[src/rtl/trap_entry_ctrl_pkg.sv]
// rtl/trap_entry_ctrl_pkg.sv - privilege/cause encodings and FSM states for trap entry
`ifndef XLEN
`define XLEN 32
`endif

package trap_entry_ctrl_pkg;

    localparam logic [1:0] PRIV_U = 2'b00;
    localparam logic [1:0] PRIV_S = 2'b01;
    localparam logic [1:0] PRIV_M = 2'b11;

    localparam logic [4:0] CAUSE_MISALIGNED_FETCH    = 5'd0;
    localparam logic [4:0] CAUSE_FETCH_ACCESS        = 5'd1;
    localparam logic [4:0] CAUSE_ILLEGAL_INSTRUCTION = 5'd2;
    localparam logic [4:0] CAUSE_BREAKPOINT          = 5'd3;
    localparam logic [4:0] CAUSE_MISALIGNED_LOAD     = 5'd4;
    localparam logic [4:0] CAUSE_LOAD_ACCESS         = 5'd5;
    localparam logic [4:0] CAUSE_MISALIGNED_STORE    = 5'd6;
    localparam logic [4:0] CAUSE_STORE_ACCESS        = 5'd7;
    localparam logic [4:0] CAUSE_USER_ECALL          = 5'd8;
    localparam logic [4:0] CAUSE_SUPERVISOR_ECALL    = 5'd9;
    localparam logic [4:0] CAUSE_MACHINE_ECALL       = 5'd11;
    localparam logic [4:0] CAUSE_FETCH_PAGE_FAULT    = 5'd12;
    localparam logic [4:0] CAUSE_LOAD_PAGE_FAULT     = 5'd13;
    localparam logic [4:0] CAUSE_STORE_PAGE_FAULT    = 5'd15;

    typedef enum logic [1:0] {
        ST_IDLE  = 2'd0,
        ST_CAPT  = 2'd1,
        ST_WRITE = 2'd2,
        ST_REDIR = 2'd3
    } trap_state_e;

    function automatic logic [1:0] target_priv(input logic to_s);
        return to_s ? PRIV_S : PRIV_M;
    endfunction

endpackage

[src/rtl/trap_entry_ctrl_target_calc.sv]
// rtl/trap_entry_ctrl_target_calc.sv - combinational M/S delegation and trap vector base
module trap_target_calc
    import trap_entry_ctrl_pkg::*;
#(
    parameter int XLEN = `XLEN
) (
    input  logic [4:0]      cause,
    input  logic [1:0]      current_priv,
    input  logic [XLEN-1:0] medeleg,
    input  logic [XLEN-1:0] mtvec,
    input  logic [XLEN-1:0] stvec,
    output logic            to_s,
    output logic [1:0]      new_priv,
    output logic [XLEN-1:0] target_pc
);

    logic [XLEN-1:0] base;

    always_comb begin
        to_s      = (current_priv != PRIV_M) && medeleg[cause];
        new_priv  = target_priv(to_s);
        base      = to_s ? stvec : mtvec;
        // Exceptions always land on BASE; the MODE field is dropped, not decoded.
        target_pc = {base[XLEN-1:2], 2'b00};
    end

endmodule

[src/rtl/trap_entry_ctrl.sv]
// rtl/trap_entry_ctrl.sv - trap-entry FSM: capture, CSR trap-write, flush, handshaked redirect
module trap_entry_ctrl
    import trap_entry_ctrl_pkg::*;
#(
    parameter int XLEN = `XLEN
) (
    input  logic            clk,
    input  logic            reset_n,
    input  logic            exception,
    input  logic [4:0]      exception_code,
    input  logic [XLEN-1:0] exception_pc,
    input  logic [XLEN-1:0] exception_val,
    input  logic [1:0]      current_priv,
    input  logic [XLEN-1:0] medeleg,
    input  logic [XLEN-1:0] mtvec,
    input  logic [XLEN-1:0] stvec,
    output logic            trap_we,
    output logic            trap_to_s,
    output logic [4:0]      trap_cause,
    output logic [XLEN-1:0] trap_epc,
    output logic [XLEN-1:0] trap_tval,
    output logic [1:0]      trap_new_priv,
    output logic            flush,
    output logic            busy,
    output logic            redirect_valid,
    output logic [XLEN-1:0] redirect_pc,
    input  logic            redirect_ready
);

    trap_state_e     state, state_next;
    logic            calc_to_s;
    logic [1:0]      calc_priv;
    logic [XLEN-1:0] calc_target;
    logic            capture;

    trap_target_calc #(.XLEN(XLEN)) u_target_calc (
        .cause        (exception_code),
        .current_priv (current_priv),
        .medeleg      (medeleg),
        .mtvec        (mtvec),
        .stvec        (stvec),
        .to_s         (calc_to_s),
        .new_priv     (calc_priv),
        .target_pc    (calc_target)
    );

    assign capture = (state == ST_IDLE) && exception;

    always_ff @(posedge clk or negedge reset_n) begin
        if (!reset_n) begin
            state <= ST_IDLE;
        end else begin
            state <= state_next;
        end
    end

    // Exceptions outside IDLE are dropped; the flush squashes them for refetch.
    always_comb begin
        state_next = state;
        case (state)
            ST_IDLE:  if (exception) state_next = ST_CAPT;
            ST_CAPT:  state_next = ST_WRITE;
            ST_WRITE: state_next = ST_REDIR;
            ST_REDIR: if (redirect_ready) state_next = ST_IDLE;
            default:  state_next = ST_IDLE;
        endcase
    end

    always_ff @(posedge clk or negedge reset_n) begin
        if (!reset_n) begin
            trap_to_s     <= 1'b0;
            trap_cause    <= '0;
            trap_epc      <= '0;
            trap_tval     <= '0;
            trap_new_priv <= '0;
            redirect_pc   <= '0;
        end else if (capture) begin
            trap_to_s     <= calc_to_s;
            trap_cause    <= exception_code;
            trap_epc      <= exception_pc;
            trap_tval     <= exception_val;
            trap_new_priv <= calc_priv;
            redirect_pc   <= calc_target;
        end
    end

    assign trap_we        = (state == ST_WRITE);
    assign redirect_valid = (state == ST_REDIR);
    assign busy           = (state != ST_IDLE);
    assign flush          = (state != ST_IDLE);

endmodule

[config.mk]
export PLATFORM = sky130hd
export DESIGN_NAME = trap_entry_ctrl
export DESIGN_NICKNAME = d
export VERILOG_FILES = /design/src/rtl/trap_entry_ctrl_pkg.sv /design/src/rtl/trap_entry_ctrl_target_calc.sv /design/src/rtl/trap_entry_ctrl.sv
export SDC_FILE = /design/constraint.sdc
export NUM_CORES = 1
export LEC_CHECK = 0
export ABC_AREA = 0
export CAP_MARGIN = 20
export CORE_ASPECT_RATIO = 1.1
export CORE_MARGIN = 1
export CORE_UTILIZATION = 43
export CTS_BUF_LIST = sky130_fd_sc_hd__clkbuf_16
export DETAILED_ROUTE_END_ITERATION = 10
export PLACE_DENSITY = 0.87
export SKIP_LAST_GASP = 1
export SLEW_MARGIN = 20
export SYNTH_ARGS = -nofsm -noshare
export SYNTH_HDL_FRONTEND = slang
export SYNTH_SLANG_ARGS = --single-unit
export TNS_END_PERCENT = 30
[constraint.sdc]
create_clock -name clk -period 5.2 [get_ports clk]
set_input_delay 0.52 -clock clk [delete_from_list [all_inputs] [get_ports clk]]
set_output_delay 0.52 -clock clk [all_outputs]
set_load 0.005 [all_outputs]
==> results of run 1 <==
[power by group through the flow]
stage          registers [mW]  clock network, mW  logic [mW]
6_report                 1.40              0.758        1.83
5_1_grt                  1.44              0.805        2.00
4_1_cts                  1.40              0.769        1.85
3_5_place_dp             1.41                  0        1.85
3_3_place_gp             1.38                  0        1.79
2_1_floorplan            1.42                  0       0.737
[worst max-delay path: stages]
cell and delay (ns):
clkdlybuf4s50_1 0.64, mux4_2 0.50, o22ai_4 0.09, o2111ai_4 0.78, buf_4 0.38, nand3_1 0.12, mux2_2 0.32
[layer usage]
layer | GRT usage [%] | vias to the layer above | part of all wire, %
met2 | 46.1 | 252 | 51
li1 | - | 2265 | -
met3 | 6.23 | 29 | 8.5
met5 | 0 | - | 0
met4 | 10.7 | 0 | 2.6
met1 | 27.9 | 2367 | 38
[synth_stat cells (2+ instances only)]
cell,number,share of area [%]
a21oi_2,31,5.1
a41oi_2,30,9.2
buf_1,6,0.43
buf_2,9,0.85
buf_4,6,0.85
buf_6,8,1.7
clkbuf_1,12,0.85
dfrtp_1,104,49
ha_1,4,0.95
inv_1,4,0.28
mux2_2,4,0.85
mux4_1,2,0.99
mux4_2,5,2.1
nand2_1,213,15
nor2_1,32,2.3
o31ai_1,26,3.7
o31ai_2,5,1.2
or2b_2,2,0.33
[path summary, 6_finish.rpt]
path	slack, ns	endpoint
max in group asynchronous	3.90	state[0]
min in group clk	0.47	trap_new_priv[0]
setup reg to reg	2.96	redirect_pc[27]
setup / recovery	2.06	trap_new_priv[1]
hold / removal	0.29	trap_new_priv[0]
hold reg to reg	0.47	trap_new_priv[0]
[sequential cells by signal, summed over array words and instances, names as in the netlist]
name / count
redirect_pc: 30
trap_new_priv: 2
state: 2
trap_cause: 5
trap_tval: 32
trap_to_s: 1
trap_epc: 32
[cell type report]
cell class | count | area, µm²
timing repair buffer | 279 | 2770
tap | 154 | 193
multi-input combinational | 372 | 2410
fill | 902 | 3700
clock buffer | 9 | 225
sequential | 104 | 2600
inverter | 4 | 15.0
clock inverter | 7 | 114
[logic make-up after synthesis]
logic type | Yosys count | share of synthesized area (%)
buf+inv | 49 | 5.93
compound gates | 101 | 21.2
simple gates | 253 | 18.5
other cells | 1 | 0.0708
fa+ha+maj | 4 | 0.945
flops | 104 | 49.2
mux | 12 | 4.16
==> flow_metrics.env, run 1 <==
export IMPL_synth_main_ff_cell="dfrtp_1"
export IMPL_cts_tree="yes"
export IMPL_dpl_hpwl_mm=11.5
export IMPL_wire_per_inst_um=17.1
export IMPL_grt_pass1_wl_mm=24.9
export IMPL_rr_startpoint="state[1]"
export IMPL_final_hold_violation_count=0
export IMPL_most_common_layout_cells="clkdlybuf4s50_1, nand2_1, dfrtp_1"
export IMPL_max_slew_margin_pct=27.3
export IMPL_arrival_ns=3.37
export IMPL_wirelength_mm=15.9
export IMPL_cts_resized_gates=0
export IMPL_slew_viol_final=0
export IMPL_pre_cts_ws_ns=1.50
export IMPL_die_x_um=108
export IMPL_crit_type="input port to flip-flop"
export IMPL_overflow=0
export IMPL_cts_buffers=9
export IMPL_cts_sinks=104
export IMPL_cp_max_fo=20
export IMPL_seqPwrFrac_pct=35.0
export IMPL_portBuffers=272
export IMPL_root_buffer="clkbuf_16"
export IMPL_setup_viol=0
export IMPL_hold_class="input port to async pin"
export IMPL_cts_hold_buf=0
export IMPL_core_area_um2=12000
export IMPL_ios=279
export IMPL_cp_startpoint="exception_code[1]"
export IMPL_first_global_vias=4995
export IMPL_pwr_share_clk_pct=19.0
export IMPL_start_util_pct=44.0
export IMPL_drv_cap=0
export IMPL_tightest_slew_ns=1.09
export IMPL_antenna_found_initial=0
export IMPL_htreeDepth=3
export IMPL_p_int_mw=2.67
export IMPL_synth_avg_cell_area_um2=10.1
export IMPL_postRouteAntennaNets=0
export IMPL_setup_ws_ns=2.06
export IMPL_via_per_inst=5.29
export IMPL_fmax_mhz=318
export IMPL_swShare_pct=33.0
export IMPL_layout_commonest_cell="clkdlybuf4s50_1"
export IMPL_area_growth_pct=57.5
export IMPL_clockBufferDepth=2
export IMPL_tns_ns=0
export IMPL_netlist_area_um2=5290
export IMPL_synth_distinct_cells=39
export IMPL_netSwitchingPower_mw=1.32
export IMPL_dpl_cell_area_um2=8000
export IMPL_worst_ir_drop_vdd_mv=0.289
export IMPL_globalplace_congestion=0.782
export IMPL_end_kind="flip-flop"
export IMPL_combinationalPowerShare_pct=46.0
export IMPL_p_total_mw=3.99
export IMPL_grt_max_degree=101
export IMPL_rr_worst_depth=6
export IMPL_num_rows=42
export IMPL_fp_dieArea_um2=12800
export IMPL_status="complete, no violations"
export IMPL_cp_start_kind="input port"
export IMPL_utilization_pct=69.3
export IMPL_drive_gt1_share_pct=14.5
export IMPL_p_per_area_nw_per_um2=478
export IMPL_drt_iter0_drc=283
export IMPL_ys_ff_latch=104
export IMPL_rsz0062_at_grt="false"
export IMPL_fin_cells=929
export IMPL_finClkSkew_ns=0.00754
export IMPL_post_place_cells=913
export IMPL_die_h_um=118
export IMPL_nNetsFinal=945
export IMPL_async_reset_ff_share_pct=100
export IMPL_vias=4913
export IMPL_clock_latency_ns=0.35
export IMPL_crit_required_ns=5.43
export IMPL_netlist_instances=524
export IMPL_hold_ws_ns=0.289
export IMPL_p_leak_nw=3.55
export IMPL_n_antenna_cell=0
export IMPL_path_clk_slew_ns=0.07
export IMPL_cts_setup_buffers=0
export IMPL_seq_area_frac_synth_pct=49.2
export IMPL_dr_pass1_iters=4
export IMPL_synth_edf_count=0
export IMPL_drc=0
export IMPL_min_period_over_period_pct=60.4
export IMPL_track_usage_pct=25.5
export IMPL_synth_warnings=0
export IMPL_final_cell_area_um2=8340
export IMPL_finalCriticalPeriod_ns=3.14
Note: power is estimated with default switching activity, not from simulation.
==> inputs of run 2 (changes only) <==
CORE_UTILIZATION = 36   (was 43)
PLACE_DENSITY = 0.77   (was 0.87)
clock period = 2.5 ns   (was 5.2 ns; I/O delays follow)
==> run 2 against run 1 <==
- via count is 0.55% higher
- combinational power is 120% higher
- non-clock buffer count is 22 higher
- total power is 110% higher
- clock skew is 0.00064 ns lower
- flip-flop and latch count stayed put
- critical endpoint is now redirect_pc[14]
- clock-buffer cell count stayed put
- final area is 3.6% higher
- worst hold slack better by 0.14 ns
- clock power is 77% higher
- first-iteration DRC count is 31% lower
==> flow_metrics.env, run 2 (synthesis results as in run 1) <==
export IMPL_core_area_um2=14400
export IMPL_use_met3_pct=4.71
export IMPL_grt_max_degree=55
export IMPL_rsz0062_at_grt="false"
export IMPL_p_total_mw=8.20
export IMPL_seqCellArea_um2=2600
export IMPL_via_per_inst=4.99
export IMPL_fp_dieArea_um2=15200
export IMPL_multi_input_area_um2=2410
export IMPL_crit_chain="clkdlybuf4s50_1, mux4_2, o22ai_4, o2111ai_4, buf_12, a41oi_2, a21oi_2"
export IMPL_final_hold_violation_count=0
export IMPL_pre_cts_ws_ns=-0.0224
export IMPL_min_delay_start="exception_val[0]"
export IMPL_start_util_pct=36.8
export IMPL_worst_ir_drop_vdd_mv=0.372
export IMPL_cp_top_family="buffers and inverters"
export IMPL_drive_gt1_share_pct=16.4
export IMPL_globalplace_congestion=0.814
export IMPL_slew_viol_final=0
export IMPL_htreeDepth=3
export IMPL_cts_buffers=9
export IMPL_cp_start_kind="input port"
export IMPL_grtUsageMet1_pct=24.8
export IMPL_drt_iter0_drc=194
export IMPL_top_regs="trap_epc (32), trap_tval (32), redirect_pc (30)"
export IMPL_dr_pass1_iters=4
export IMPL_cp_max_fo=31
export IMPL_max_slew_margin_pct=52.0
export IMPL_swShare_pct=33.5
export IMPL_cts_sinks=104
export IMPL_first_global_vias=5042
export IMPL_track_usage_pct=21.4
export IMPL_overflow=0
export IMPL_met2_usage_pct=38.5
export IMPL_die_h_um=129
export IMPL_nNetsFinal=967
export IMPL_layout_commonest_cell="clkdlybuf4s50_1"
export IMPL_seqPwrFrac_pct=35.6
export IMPL_tns_ns=0
export IMPL_setup_ws_ns=0.342
export IMPL_wire_per_inst_um=16.5
export IMPL_arrival_ns=2.38
export IMPL_rr_worst_depth=6
export IMPL_cts_tree="yes"
export IMPL_wirelength_mm=16.3
export IMPL_utilization_pct=60.1
export IMPL_clock_latency_ns=0.34
export IMPL_busiest_layer="met2"
export IMPL_finalCriticalPeriod_ns=2.16
export IMPL_cp_startpoint="exception_code[1]"
export IMPL_grt_pass1_wl_mm=25.7
export IMPL_cp_slowest_cell="clkdlybuf4s50_1"
export IMPL_path_clk_slew_ns=0.07
export IMPL_portBuffers=272
export IMPL_clockBufferDepth=2
export IMPL_pwr_share_clk_pct=16.3
export IMPL_status="complete, no violations"
export IMPL_p_int_mw=5.45
export IMPL_postRouteAntennaNets=0
export IMPL_hold_class="input port to flip-flop"
export IMPL_num_rows=46
export IMPL_antenna_found_initial=0
export IMPL_end_kind="flip-flop"
export IMPL_crit_type="input port to flip-flop"
export IMPL_p_leak_nw=3.69
export IMPL_tightest_slew_ns=0.720
export IMPL_die_x_um=118
export IMPL_combinationalPowerShare_pct=48.1
export IMPL_cts_setup_buffers=0
export IMPL_area_growth_pct=63.2
export IMPL_ios=279
export IMPL_r2r_slack_ns=0.77
export IMPL_fillers=1181
export IMPL_finClkSkew_ns=0.00691
export IMPL_root_buffer="clkbuf_16"
export IMPL_worst_path_buf_inv=2
export IMPL_slowest_delay_ns=0.66
export IMPL_crit_end="redirect_pc[14]"
export IMPL_rr_startpoint="state[0]"
export IMPL_cp_depth=7
export IMPL_cts_resized_gates=0
export IMPL_min_period_over_period_pct=86.3
export IMPL_setup_viol=0
export IMPL_drv_cap=0
export IMPL_crit_required_ns=2.72
export IMPL_n_antenna_cell=0
export IMPL_drc=0
export IMPL_fmax_mhz=463
export IMPL_dpl_hpwl_mm=12.1
export IMPL_most_common_layout_cells="clkdlybuf4s50_1, nand2_1, dfrtp_1"
export IMPL_p_per_area_nw_per_um2=949
export IMPL_vias=4940
export IMPL_reg2reg_to="redirect_pc[27]"
export IMPL_netSwitchingPower_mw=2.75
## run 2: changes by cell type in the layout (fill, tap and decap cells not counted), sizes merged
cell,delta
bufinv,-2
clkinv,+1
buf,+21
clkinvlp,+1
dlygate4sd3,+1
## run 2: worst min-delay path by stage
stage / end / slack [ns] / cells past startpoint
floorplan: redirect_pc[10] / -0.05 / 0
finish: trap_tval[0] / 0.43 / 3
global placement: trap_tval[15] / 0.33 / 1
CTS: trap_tval[0] / 0.41 / 3
detailed placement: trap_tval[15] / 0.34 / 1
global route: trap_tval[0] / 0.42 / 3
## run 2: repair_timing
action / in CTS / in global routing
hold endpoints to repair: 53 / 0
endpoints found under the setup margin: 0 / 0
hold buffers: 1 / 0
## run 2: worst min-delay path, delay by kind of cell
kind	cells	cell delay, ns
buffers and inverters	1	0.39
AND/OR/NAND/NOR	2	0.09
## run 2: per-stage QoR
step | hold slack (ns) | instances | area (µm²)
after floorplan | -0.0456 | 525 | 5300
after global placement | 0.333 | 972 | 8350
after detailed placement | 0.343 | 972 | 8350
after CTS | 0.413 | 989 | 8640
after global routing | 0.419 | 989 | 8640
final | 0.428 | 989 | 8640
## run 2: power by group through the flow
stage          sequential, mW  combinational (mW)  clock, mW
2_1_floorplan            2.96                1.53          0
3_3_place_gp             2.90                3.86          0
3_5_place_dp             2.95                3.97          0
4_1_cts                  2.92                3.98       1.38
5_1_grt                  3.01                4.29       1.45
6_report                 2.92                3.94       1.34
## run 2: cell type report
cell class | count | share of cell area, %
sequential | 104 | 30.1
inverter | 4 | 0.174
clock buffer | 9 | 2.61
multi-input combinational | 372 | 27.9
timing repair buffer | 301 | 35.8
clock inverter | 7 | 0.623
tap | 192 | 2.78
## run 2: metal layers
| layer | part of all wire [%] | vias up |
|---|---|---|
| li1 | - | 2306 |
| met1 | 39 | 2413 |
| met2 | 52 | 185 |
| met3 | 5.4 | 36 |
| met4 | 2.8 | 0 |
| met5 | 0 | - |
==> RTL edit, RTL diff (flow settings as in run 2) <==
The 4 states of `trap_state_e` get a Gray code encoding in 2 bits.
--- a/src/rtl/trap_entry_ctrl_pkg.sv
+++ b/src/rtl/trap_entry_ctrl_pkg.sv
@@ -26,8 +26,8 @@
 
     typedef enum logic [1:0] {
-        ST_IDLE  = 2'd0,
-        ST_CAPT  = 2'd1,
-        ST_WRITE = 2'd2,
-        ST_REDIR = 2'd3
+        ST_IDLE  = 2'b00,
+        ST_CAPT  = 2'b01,
+        ST_WRITE = 2'b11,
+        ST_REDIR = 2'b10
     } trap_state_e;
 
Function: no difference found for any inputs over 10 cycles, from zero or initial values and one cycle with reset_n low; not proved beyond that.
==> RTL edit against run 2 <==
Design area decreased by 11%; synthesized area decreased by 14%; critical path depth increased by 2; non-clock buffer count decreased by 16; sequential cell count unchanged; first-iteration DRC count decreased by 1.0%; maximum frequency increased by 4.3%; wire length decreased by 15%; die area decreased by 14%; hold slack improved by 0.011 ns; register-to-register slack improved by 0.05 ns; worst setup slack improved by 0.088 ns; total power decreased by 5.2%; largest power group unchanged.
==> RTL edit: results (changes against run 2) <==
largest net degree at the start of global routing -> 53 (-3.6%)
largest fanout on the critical path -> 17 (-45%)
wire per inst -> 15.27 um (-7.5%)
relative slew slack -> 0.6180 (+0.09820)
Final Skew -> 0.008453 ns (+0.001546 ns)
reg2reg path depth -> 5 (-1)
worst endpoint data arrival time -> 2.26 ns (-0.12 ns)
top cells by area, synth -> dfrtp_1, nand2_1, mux2i_1
vias in the first global route -> 4280 (-15%)
commonest cells in the netlist -> nand2_1, dfrtp_1, mux2i_1
GR Util met1 -> 0.2387 (-0.009770)
reg2reg setup slack -> 0.82 ns (+0.05 ns)
R2R Path End -> trap_tval[21]$_DFFE_PN0P_
layout cells sized above 1 -> 0.03689 (-0.1275)
r2r startpoint -> state[1]$_DFFE_PN0P_
grt met2 use -> 0.3683 (-0.01715)
Worst setup startpoint -> exception_code[2]
Mapped Cells -> 489 (-6.7%)
Critical Path Max Stage Delay -> 0.51 ns (-0.15 ns)
GPL Wtd Cong -> 0.8356 (+2.7%)
Hold/Removal Path Class -> in2async
status -> finished clean
DR pass1 iterations -> 5 (+1)
sequential fraction of the synthesis area -> 0.5744 (+0.08282)
fin nets -> 926 (-4.2%)
gr usage total -> 0.2104 (-0.003160)
DR vias/cell -> 4.702 (-5.9%)
GRT met3 Usage -> 0.05812 (+0.01103)
critical path endpoint -> redirect_pc[16]$_DFFE_PN0P_
maximum VDD drop -> 544.2 uV (+46%)
placed wire-length estimate -> 10850 um (-10%)
initial detailed-routing violation count -> 192 (-1.0%)
Netlist cell types -> 20 (-49%)
[RTL edit: cell count changes in the layout (fill, tap and decap cells not counted), moves of 6 or more]
| cell | run 2 | this run |
|---|---|---|
| buf_4 | 17 | 7 |
| o31ai_1 | 25 | 0 |
| a21oi_2 | 30 | 0 |
| a21oi_1 | 1 | 33 |
| a41oi_2 | 30 | 0 |
| buf_12 | 12 | 6 |
| mux2i_1 | 1 | 46 |
[RTL edit: power by group]
group          internal (W)  switching, W
registers           0.00247      0.000434
clock network      0.000759      0.000580
logic               0.00210       0.00143
total               0.00533       0.00244
[RTL edit: how the worst min path moves through the flow]
stage                                  end         startpoint  cells after the start
2_1_floorplan  redirect_pc[10]$_DFFE_PN0P_            reset_n                      0
3_3_place_gp   redirect_pc[16]$_DFFE_PN0P_            reset_n                      1
3_5_place_dp   redirect_pc[15]$_DFFE_PN0P_            reset_n                      1
4_1_cts          trap_tval[13]$_DFFE_PN0P_  exception_val[13]                      3
5_1_grt           trap_tval[7]$_DFFE_PN0P_   exception_val[7]                      3
6_report       redirect_pc[21]$_DFFE_PN0P_            reset_n                      2
[RTL edit: final cells by class]
class | instances | area (um^2)
Sequential cell | 104 | 2603
Tap cell | 154 | 192.7
Timing Repair Buffer | 285 | 2895
Fill cell | 1014 | 4439
Clock buffer | 9 | 225.2
Inverter | 2 | 7.507
Multi-Input combinational cell | 353 | 1723
Clock inverter | 6 | 53.80
[RTL edit: routing by layer]
layer / share of wire / vias to the layer above / routed length, um
li1: - / 2078 / -
met1: 0.38 / 1985 / 5255
met2: 0.50 / 207 / 7034
met3: 0.095 / 23 / 1324
met4: 0.024 / 0 / 330
met5: 0 / - / 0
[RTL edit: timing repair]
action | in CTS | in global routing
endpoints found under the hold margin | 41 | 0
hold buffers | 1 | 0
gates resized for setup | 0 | 0
[RTL edit: stage by stage]
| stage | hold WS, ns | area [um^2] | setup WS, ns | util | total power, W |
|---|---|---|---|---|---|
| final | 0.4395 | 7700 | 0.4303 | 0.6343 | 0.007771 |
| after global routing | 0.4445 | 7700 | 0.3339 | 0.6343 | 0.008294 |
| after CTS | 0.4250 | 7700 | 0.4347 | 0.6343 | 0.007863 |
| after detailed placement | 0.2813 | 7411 | 0.09129 | 0.6105 | 0.006495 |
| after global placement | 0.2752 | 7411 | 0.1267 | 0.6105 | 0.006349 |
| after floorplan | -0.04559 | 4534 | 0.8225 | - | 0.004147 |
[RTL edit: cells by family after synthesis]
| group | synth area share |
|---|---|
| other | 0.0008277 |
| buffers and inverters | 0.04750 |
| AND/OR/NAND/NOR | 0.2254 |
| flip-flops | 0.5744 |
| AO/OA/AOI/OAI | 0.05026 |
| multiplexers | 0.1016 |
[RTL edit: critical path: cells and delay by family]
family,cells,cell delay [ns]
buf+inv,3,0.86
mux,2,0.49
simple gates,1,0.10
compound gates,3,0.56
